### config.mk
export PLATFORM = sky130hd
export DESIGN_NAME = mouse_packet_sequencer
export DESIGN_NICKNAME = d
export VERILOG_FILES = /design/src/rtl/mouse_pkg.sv /design/src/rtl/mouse_timeout_cnt.sv /design/src/rtl/mouse_packet_sequencer.sv
export SDC_FILE = /design/constraint.sdc
export NUM_CORES = 1
export LEC_CHECK = 0
export BUFFER_PORTS_ARGS = -buffer_cell sky130_fd_sc_hd__buf_2
export CORE_MARGIN = 2
export CORE_UTILIZATION = 50
export DETAILED_ROUTE_END_ITERATION = 7
export PLACE_DENSITY = 0.81
export SYNTH_ARGS = -nofsm -noshare
export SYNTH_HDL_FRONTEND = slang
export SYNTH_HIERARCHICAL = 1
export SYNTH_SLANG_ARGS = --single-unit
export TNS_END_PERCENT = 1
### constraint.sdc
create_clock -name qzt_clk -period 3.2 [get_ports qzt_clk]
set_input_delay 0.16 -clock qzt_clk [delete_from_list [all_inputs] [get_ports qzt_clk]]
set_output_delay 0.16 -clock qzt_clk [all_outputs]
set_load 0.1 [all_outputs]
### src/rtl/mouse_pkg.sv
// mouse_pkg: shared types and constants for the PS/2 mouse packet sequencer.
//   - mouse_state_e : sequencer FSM states
//   - PS/2 command/response byte values
//   - bit positions inside the packet status byte
package mouse_pkg;

  typedef enum logic [2:0] {
    ST_INIT,
    ST_SEND,
    ST_WAIT_ACK,
    ST_B0,
    ST_B1,
    ST_B2,
    ST_FAIL
  } mouse_state_e;

  localparam logic [7:0] CMD_EN_REPORT = 8'hF4;
  localparam logic [7:0] RSP_ACK       = 8'hFA;
  localparam logic [7:0] RSP_BAT_OK    = 8'hAA;
  localparam logic [7:0] RSP_ID        = 8'h00;

  localparam int STS_SYNC = 3;
  localparam int STS_XS   = 4;
  localparam int STS_YS   = 5;
  localparam int STS_XO   = 6;
  localparam int STS_YO   = 7;

endpackage

### src/rtl/mouse_timeout_cnt.sv
// mouse_timeout_cnt: saturating up-counter with synchronous clear.
//   i_clk, i_rst_n : clock, async active-low reset
//   i_clr          : clear to 0 (wins over i_en)
//   i_en           : count one per cycle, saturating at i_limit
//   i_limit        : expiry threshold (may change at run time)
//   o_expired      : count >= i_limit
module mouse_timeout_cnt #(
  parameter int W = 8
) (
  input  logic         i_clk,
  input  logic         i_rst_n,
  input  logic         i_clr,
  input  logic         i_en,
  input  logic [W-1:0] i_limit,
  output logic         o_expired
);

  logic [W-1:0] r_cnt;

  always_ff @(posedge i_clk or negedge i_rst_n) begin
    if (!i_rst_n)                     r_cnt <= '0;
    else if (i_clr)                   r_cnt <= '0;
    else if (i_en && r_cnt < i_limit) r_cnt <= r_cnt + 1'b1;
  end

  assign o_expired = (r_cnt >= i_limit);

endmodule

### src/rtl/mouse_packet_sequencer.sv
// mouse_packet_sequencer: brings up a PS/2 mouse (waits for self-test,
// sends Enable Data Reporting, checks the ACK) and then frames 3-byte
// stream packets, presenting each complete packet with a one-cycle tx.
//   qzt_clk, rst_n        : clock, async active-low reset
//   rx_data/valid/err     : byte stream from the PS/2 receiver
//   cmd_data/req, cmd_ack : command handshake to the PS/2 transmitter
//   status/deltaX/deltaY  : last complete packet, updated only with tx
//   tx                    : one-cycle strobe, packet outputs updated
//   stream_on             : ACK received, packet framing active
//   fail                  : command retries exhausted (terminal)
// Build option: define MOUSE_OVF_CLAMP_EN to zero a delta (and clear its
// sign bit) whenever the matching overflow bit is set.
module mouse_packet_sequencer
  import mouse_pkg::*;
#(
  parameter int INIT_WAIT_CYC = 25_000_000,
  parameter int ACK_WAIT_CYC  = 1_000_000,
  parameter int BYTE_GAP_CYC  = 100_000,
  parameter int MAX_RETRY     = 3
) (
  input  logic       qzt_clk,
  input  logic       rst_n,
  input  logic [7:0] rx_data,
  input  logic       rx_valid,
  input  logic       rx_err,
  output logic [7:0] cmd_data,
  output logic       cmd_req,
  input  logic       cmd_ack,
  output logic [7:0] status,
  output logic [7:0] deltaX,
  output logic [7:0] deltaY,
  output logic       tx,
  output logic       stream_on,
  output logic       fail
);

  localparam int MAX_A = (INIT_WAIT_CYC > ACK_WAIT_CYC) ? INIT_WAIT_CYC : ACK_WAIT_CYC;
  localparam int MAX_P = (MAX_A > BYTE_GAP_CYC) ? MAX_A : BYTE_GAP_CYC;
  localparam int CW    = $clog2(MAX_P) + 1;
  localparam int RW    = $clog2(MAX_RETRY + 1) + 1;

  localparam logic [CW-1:0] L_INIT = CW'(INIT_WAIT_CYC);
  localparam logic [CW-1:0] L_ACK  = CW'(ACK_WAIT_CYC);
  localparam logic [CW-1:0] L_GAP  = CW'(BYTE_GAP_CYC);

  mouse_state_e r_state;
  logic         r_got_aa;
  logic [RW-1:0] r_retry;
  logic         r_cmd_req, r_stream_on, r_fail, r_tx;
  logic [7:0]   r_sh_status, r_sh_x;
  logic [7:0]   r_status, r_dx, r_dy;

  logic          w_byte_ok;   // byte accepted: an error strobe drops it
  logic [CW-1:0] w_wait_limit;
  logic          w_wait_exp, w_gap_exp;
  logic [RW-1:0] w_retry_nxt;
  logic [7:0]    w_st_out, w_dx_out, w_dy_out;

  assign w_byte_ok    = rx_valid & ~rx_err;
  assign w_retry_nxt  = r_retry + 1'b1;
  assign w_wait_limit = (r_state == ST_INIT) ? L_INIT : L_ACK;

  // One counter serves both the self-test wait and the ACK wait; it is held
  // at zero throughout SEND so WAIT_ACK always starts a fresh window.
  mouse_timeout_cnt #(.W(CW)) u_wait_cnt (
    .i_clk     (qzt_clk),
    .i_rst_n   (rst_n),
    .i_clr     (r_state == ST_SEND),
    .i_en      ((r_state == ST_INIT) || (r_state == ST_WAIT_ACK)),
    .i_limit   (w_wait_limit),
    .o_expired (w_wait_exp)
  );

  mouse_timeout_cnt #(.W(CW)) u_gap_cnt (
    .i_clk     (qzt_clk),
    .i_rst_n   (rst_n),
    .i_clr     (rx_valid),
    .i_en      (1'b1),
    .i_limit   (L_GAP),
    .o_expired (w_gap_exp)
  );

  // Byte 2 goes straight from rx_data to the output register, so it needs
  // no shadow copy of its own.
  always_comb begin
    w_st_out = r_sh_status;
    w_dx_out = r_sh_x;
    w_dy_out = rx_data;
`ifdef MOUSE_OVF_CLAMP_EN
    if (r_sh_status[STS_XO]) begin
      w_dx_out         = 8'h00;
      w_st_out[STS_XS] = 1'b0;
    end
    if (r_sh_status[STS_YO]) begin
      w_dy_out         = 8'h00;
      w_st_out[STS_YS] = 1'b0;
    end
`endif
  end

  always_ff @(posedge qzt_clk or negedge rst_n) begin
    if (!rst_n) begin
      r_state     <= ST_INIT;
      r_got_aa    <= 1'b0;
      r_retry     <= '0;
      r_cmd_req   <= 1'b0;
      r_stream_on <= 1'b0;
      r_fail      <= 1'b0;
      r_tx        <= 1'b0;
      r_sh_status <= 8'h00;
      r_sh_x      <= 8'h00;
      r_status    <= 8'h00;
      r_dx        <= 8'h00;
      r_dy        <= 8'h00;
    end else begin
      r_tx <= 1'b0;
      case (r_state)
        ST_INIT: begin
          if (w_wait_exp) begin
            r_got_aa <= 1'b0;
            r_state  <= ST_SEND;
          end else if (rx_err) begin
            r_got_aa <= 1'b0;
          end else if (rx_valid) begin
            if (r_got_aa && rx_data == RSP_ID) begin
              r_got_aa <= 1'b0;
              r_state  <= ST_SEND;
            end else begin
              r_got_aa <= (rx_data == RSP_BAT_OK);
            end
          end
        end
        ST_SEND: begin
          // Request goes up one cycle after entry; an ack is only honoured
          // once the request is actually visible to the transmitter.
          if (r_cmd_req && cmd_ack) begin
            r_cmd_req <= 1'b0;
            r_state   <= ST_WAIT_ACK;
          end else begin
            r_cmd_req <= 1'b1;
          end
        end
        ST_WAIT_ACK: begin
          if (w_byte_ok && rx_data == RSP_ACK) begin
            r_stream_on <= 1'b1;
            r_state     <= ST_B0;
          end else if (rx_err || rx_valid || w_wait_exp) begin
            r_retry <= w_retry_nxt;
            if (w_retry_nxt < RW'(MAX_RETRY)) begin
              r_state <= ST_SEND;
            end else begin
              r_fail  <= 1'b1;
              r_state <= ST_FAIL;
            end
          end
        end
        ST_B0: begin
          // Only a byte with the sync bit can start a packet.
          if (w_byte_ok && rx_data[STS_SYNC]) begin
            r_sh_status <= rx_data;
            r_state     <= ST_B1;
          end
        end
        ST_B1: begin
          if (rx_err || w_gap_exp) begin
            r_state <= ST_B0;
          end else if (rx_valid) begin
            r_sh_x  <= rx_data;
            r_state <= ST_B2;
          end
        end
        ST_B2: begin
          if (rx_err || w_gap_exp) begin
            r_state <= ST_B0;
          end else if (rx_valid) begin
            r_status <= w_st_out;
            r_dx     <= w_dx_out;
            r_dy     <= w_dy_out;
            r_tx     <= 1'b1;
            r_state  <= ST_B0;
          end
        end
        ST_FAIL: r_fail <= 1'b1;
        default: r_state <= ST_INIT;
      endcase
    end
  end

  assign cmd_data  = CMD_EN_REPORT;
  assign cmd_req   = r_cmd_req;
  assign status    = r_status;
  assign deltaX    = r_dx;
  assign deltaY    = r_dy;
  assign tx        = r_tx;
  assign stream_on = r_stream_on;
  assign fail      = r_fail;

endmodule

Yosys cells after proc, flatten, opt, wreduce, memory -nomap -nowiden --
Index checks and enable logic that the tools add are counted.
Word-level totals: input port bits 13, bits in registers 103, logic and storage cells 100, output and inout port bits 36
Operators by class: eq/ne operators 19, magnitude comparators 5, reductions and logical operators 23, bitwise gates (word level) 5, add/sub/neg operators 3, mux-type cells 31
Operators by type and width (number):
- two-way mux 26 bit | 4
- adder 26 x 1 -> 26 bit (second input constant) | 2
- two-way mux 3 bit | 13
- greater-or-equal comparator 26 x 17 -> 1 bit (second input constant) | 1
- greater-or-equal comparator 26 x 25 -> 1 bit | 1
- < comparator 26 x 17 -> 1 bit (second input constant) | 1
- < comparator 26 x 25 -> 1 bit | 1
- two-way mux 25 bit | 1
- case mux 3 bit (7 select lines) | 1
- == test 8 bit (second input constant) | 2
- inequality test 3 bit (second input constant) | 4
- two-way mux 1 bit | 11
- == test 3 bit (second input constant) | 3
- AND reduction 3 bit | 3
- AND reduction 9 bit | 1
- zero test 8 bit | 1
- inequality test 2 bit (second input constant) | 4
- == test 3 x 2 -> 1 bit (second input constant) | 2
- AND reduction 2 bit | 3
- nonzero test 2 bit | 3
- logical AND 1 bit | 5
- logical OR 1 bit | 4
- NOT 1 bit | 4
- AND reduction 4 bit | 1
- other kinds (10) | 10

Longest topological paths before layout --
depth in word-level cells 7, depth in mapped cells 16, gate-level depth less buffers 13

By module --
Netlist, hierarchy kept.
Modules (own cells, without submodules):
- mouse_packet_sequencer | cells each 208, area each 2309.7 µm², instances 1
- mouse_timeout_cnt at u_wait_cnt | cells each 271, area each 2217.1 µm², instances 1
- mouse_timeout_cnt at u_gap_cnt | cells each 249, area each 2073.2 µm², instances 1

Worst setup path before layout --
No wires, ideal clock.
path kind register to register, from register r_state[0], to register r_got_aa, stages on the path, launching flop included 17, path buffers 3, arrival time 3.375 ns, setup slack -0.297 ns, data required time 3.078 ns, setup time 0.122 ns, cell sequence dfrtp_1 > buf_6 > or3_1 > inv_2 > inv_1 > ha_1 > nand4_1 > nor2_1 > a221oi_1 > nand2_1 > clkbuf_1 > clkbuf_1 > a21o_1 > nor3_1 > nand2b_1 > nor4_1 > a32o_1
On the way: longest elaborated chain between the ends 5, elaborated cells on any way between the ends 6, those cells by class order compare (1); mux (2); reduce/logical (3)
Ends and longest elaborated chain:
- from (decl) | line mouse_packet_sequencer.sv:46 | mouse_state_e r_state;
- from (signal assigned) | line mouse_packet_sequencer.sv:103 | r_state <= ST_INIT;
- from (signal assigned) | line mouse_packet_sequencer.sv:121 | r_state <= ST_SEND;
- from (signal assigned) | line mouse_packet_sequencer.sv:127 | r_state <= ST_SEND;
- zero test 3 bit (*) | line mouse_packet_sequencer.sv:61 | assign w_wait_limit = (r_state == ST_INIT) ? L_INIT : L_ACK;
- two-way mux 25 bit (*) | line mouse_packet_sequencer.sv:61
- net w_wait_limit[17] | line mouse_packet_sequencer.sv:54 | logic [CW-1:0] w_wait_limit;
- greater-or-equal comparator 26 x 25 -> 1 bit (*) | line mouse_timeout_cnt.sv:26 | assign o_expired = (r_cnt >= i_limit);
- net w_wait_exp | line mouse_packet_sequencer.sv:55 | logic w_wait_exp, w_gap_exp;
- nonzero test 3 bit (no source line)
- AND reduction 2 bit (no source line)
- to (signal assigned) | line mouse_packet_sequencer.sv:129 | r_got_aa <= (rx_data == RSP_BAT_OK);
- to (decl) | line mouse_packet_sequencer.sv:47 | logic r_got_aa;
Mark *: on every way through the listed nets, which the timed path passes. The rest lies on a longest branch. A chain may end at the register's enable or synchronous reset.

Worst setup path after layout --
from register u_gap_cnt.r_cnt[3], to register r_dy[4], in the netlist deltaY[4]
On the way: longest elaborated chain between the ends 4
Ends and longest elaborated chain:
- from (decl) | line mouse_timeout_cnt.sv:18 | logic [W-1:0] r_cnt;
- from (signal assigned) | line mouse_timeout_cnt.sv:23 | else if (i_en && r_cnt < i_limit) r_cnt <= r_cnt + 1'b1;
- greater-or-equal comparator 26 x 17 -> 1 bit | line mouse_timeout_cnt.sv:26
- net w_gap_exp | line mouse_packet_sequencer.sv:55
- logical OR 1 bit | line mouse_packet_sequencer.sv:173 | if (rx_err || w_gap_exp) begin
- NOT 1 bit (no source line)
- AND reduction 3 bit (no source line)
- to (signal assigned) | line mouse_packet_sequencer.sv:178 | r_dy <= w_dy_out;
- to (decl) | line mouse_packet_sequencer.sv:51 | logic [7:0] r_status, r_dx, r_dy;
The timed path passes the listed nets, and every way through them passes these cells.

==> impl_metrics.py <==
metrics = {
    "placed_design": {
        "portBuffers": 40,
        "place_congestion": 0.797,
        "dp_hpwl_mm": 10.6,
        "dp_slack_ps": 81.4,
        "postPlaceCellArea_mm2": 0.00727,
    },
    "setup_path": {
        "critPathMaxStageDelay_ps": 420,
        "start_kind": "register",
        "end_kind": "register",
        "path_cells": "ha_1 > a21oi_2 > o21ai_2 > a2111oi_4 > o211ai_1 > o21bai_1 > nor3b_4 > nand4b_4 > buf_12 > mux2_1",
        "critPathMaxFanout": 19,
        "path_class": "register to register",
        "worstPathArrival_ps": 3250,
        "cp_slowest_cell": "dfrtp_1",
        "worst-path-buf-inv": 1,
        "crit_family": "compound AO/OA/AOI/OAI gates",
        "crit_required_ps": 3430,
    },
    "power": {
        "powerDensity_mw_per_mm2": 347,
        "ir_worst_vdd_mv": 0.307,
        "leakagePower_nw": 3.65,
    },
    "cts": {
        "numCtsBuffers": 9,
        "cts.sinks": 103,
        "clkLatencyLatePin_ps": 350,
        "cts_tree": "yes",
        "clockBufferDepth": 2,
        "root_buffer": "clkbuf_16",
        "cts.htree.levels": 3,
        "clk_pin_slew_ps": 70,
    },
    "layout": {
        "layout_commonest_cell": "dfrtp_1",
        "mostFrequentLayoutCells": "dfrtp_1, nand2_1, a21oi_1, inv_1, conb_1",
        "syn_to_final_growth_pct": 15.7,
        "diodes": 0,
        "fin_nets": 882,
        "drive_gt1_share_pct": 16.7,
        "finish.instance_area_mm2": 0.00764,
        "finalCoreUtilization_pct": 59.8,
    },
    "synthesis": {
        "postSynthAreaPerCell_um2": 9.07,
        "yosysWarnings": 6,
        "synth_area_leaders": "dfrtp_1, ha_1, nand2_1",
        "synth_top_area_share_pct": 39.1,
        "netlist_area_mm2": 0.00660,
        "seq_area_frac_synth_pct": 39.1,
        "synth-edff-count": 0,
        "synthFlopType": "dfrtp_1",
        "yosysUniqueCellTypes": 67,
        "syn_inst": 728,
        "synth-async-reset-ratio_pct": 100,
        "yosys_register_bits": 103,
        "yosysTopAreaCell": "dfrtp_1",
    },
    "routing": {
        "firstDrtPassIters": 5,
        "drtIter0Drc": 426,
        "drc": 0,
        "wl_mm": 15.2,
        "ant_nets": 0,
        "wl_met3_um": 562,
        "wire_per_inst_um": 15.4,
        "vias_per_cell": 5.64,
        "wl_met2_mm": 7.79,
        "via_count": 5591,
        "routed.top_layer": "met4",
        "drt-met1-wl_mm": 6.70,
    },
    "die": {
        "dieArea_mm2": 0.0141,
        "die_width_um": 119,
        "die_h_um": 119,
        "start_util_pct": 51.7,
        "coreArea_mm2": 0.0128,
        "rows": 41,
        "ios": 49,
    },
    "sta": {
        "setup_viol": 0,
        "rsz0062_at_grt": "yes",
        "tightest_slew_ps": 832,
        "hold_viol_final": 0,
        "max_freq_ghz": 0.331,
        "period_share_pct": 94.5,
        "holdWs_ps": 102,
        "slew_headroom_pct": 44.4,
        "min_period_ps": 3020,
        "slew_violations": 0,
        "fin_skew_ps": 6.59,
        "fin_ws_ps": 177,
    },
    "grt": {
        "grt_max_degree": 55,
        "grt_pass1_vias": 5709,
        "grt_pass1_wl_mm": 26.5,
        "grt_use_total_pct": 22.5,
        "gr-total-overflow": 0,
        "antenna_found_initial": 0,
    },
    "min_path": {
        "hold_path.class": "input port to register",
    },
    "outcome": {
        "status": "completed",
    },
    "flow_run": {
        "drv_cap": 0,
    },
}
==> cell type report <==
class / count / area, um2
timing repair buffer: 56 / 354
multi-input combinational: 580 / 3920
sequential: 103 / 2580
clock inverter: 7 / 86.3
tap: 172 / 215
clock buffer: 9 / 225
fill: 1063 / 5140
inverter: 64 / 256
==> report_power, final <==
part           internal [mW]  switching (mW)
Clock                  0.627           0.533
Sequential              1.30         0.00277
Combinational         0.0427           0.140
==> metrics by stage <==
stage / std cells / total power [mW] / TNS [ps]
floorplan: 784 / 1.46 / 0
global placement: 973 / 1.51 / 0
detailed placement: 973 / 1.51 / 0
CTS: 990 / 2.66 / 0
global route: 991 / 2.74 / -3.94
finish: 991 / 2.65 / 0
==> worst paths after layout <==
kind	start	end	slack [ps]	depth (start not counted)
setup / recovery	u_gap_cnt/r_cnt[3]	deltaY[4]	180	10
hold / removal	rx_data[6]	deltaY[6]	100	2
setup reg to reg	u_gap_cnt/r_cnt[3]	deltaY[4]	180	10
hold reg to reg	stream_on	stream_on	460	1
max in group asynchronous	rst_n	u_wait_cnt/r_cnt[0]	2090	3
min in group asynchronous	rst_n	status[4]	390	2
==> synthesized netlist by cell type (all sizes together) (2+ instances only) <==
master,instances
or2,2
inv,63
and2,6
o21ai,25
nor3,14
nand4b,2
buf,22
or4,28
dfrtp,103
nor2,29
o21bai,3
o31ai,28
o211ai,2
mux2,34
nor4,4
nor2b,12
xnor2,3
a41oi,2
a31oi,2
a21o,2
clkbuf,15
nand2b,5
and3,8
conb,2
nand3,27
or3,14
a211oi,4
and4,5
ha,55
nor4b,2
a21oi,66
nand4,26
nand2,95
==> routing by layer <==
layer  up-vias  global-route usage [%]
met5         -                       0
met4         0                    6.47
met3        21                    3.74
met2       106                    39.3
met1      2719                    28.7
li1       2745                       -
==> sequential cells by signal, summed over array words and instances, names as in the netlist, 3 cells and up <==
| signal | flops |
|---|---|
| r_state | 3 |
| u_wait_cnt/r_cnt | 26 |
| r_retry | 3 |
| deltaY | 8 |
| r_sh_status | 8 |
| deltaX | 8 |
| u_gap_cnt/r_cnt | 26 |
| status | 8 |
| r_sh_x | 8 |
==> cells by family (layout without fill, tap and decap cells) <==
group                      Yosys count  in the layout  synth area share, %
and+or+nand+nor                    282            282                 23.2
AOI/OAI and AO/OA                  146            146                 14.2
DFF                                103            103                 39.1
buffers and inverters              101            136                 6.54
adders and majority gates           55             55                 10.4
muxes                               35             35                 5.95
xor gates and xnor gates             4              4                0.531
other                                2             58                0.114
==> repair_timing <==
action / in CTS / in global routing
hold buffers: 1 / 0
resized for setup: 0 / 8
endpoints found under the hold margin: 49 / 0
buffers inserted: 0 / 1
endpoints found under the setup margin: 0 / 44
No activity file was read; power rests on OpenSTA's default activity.
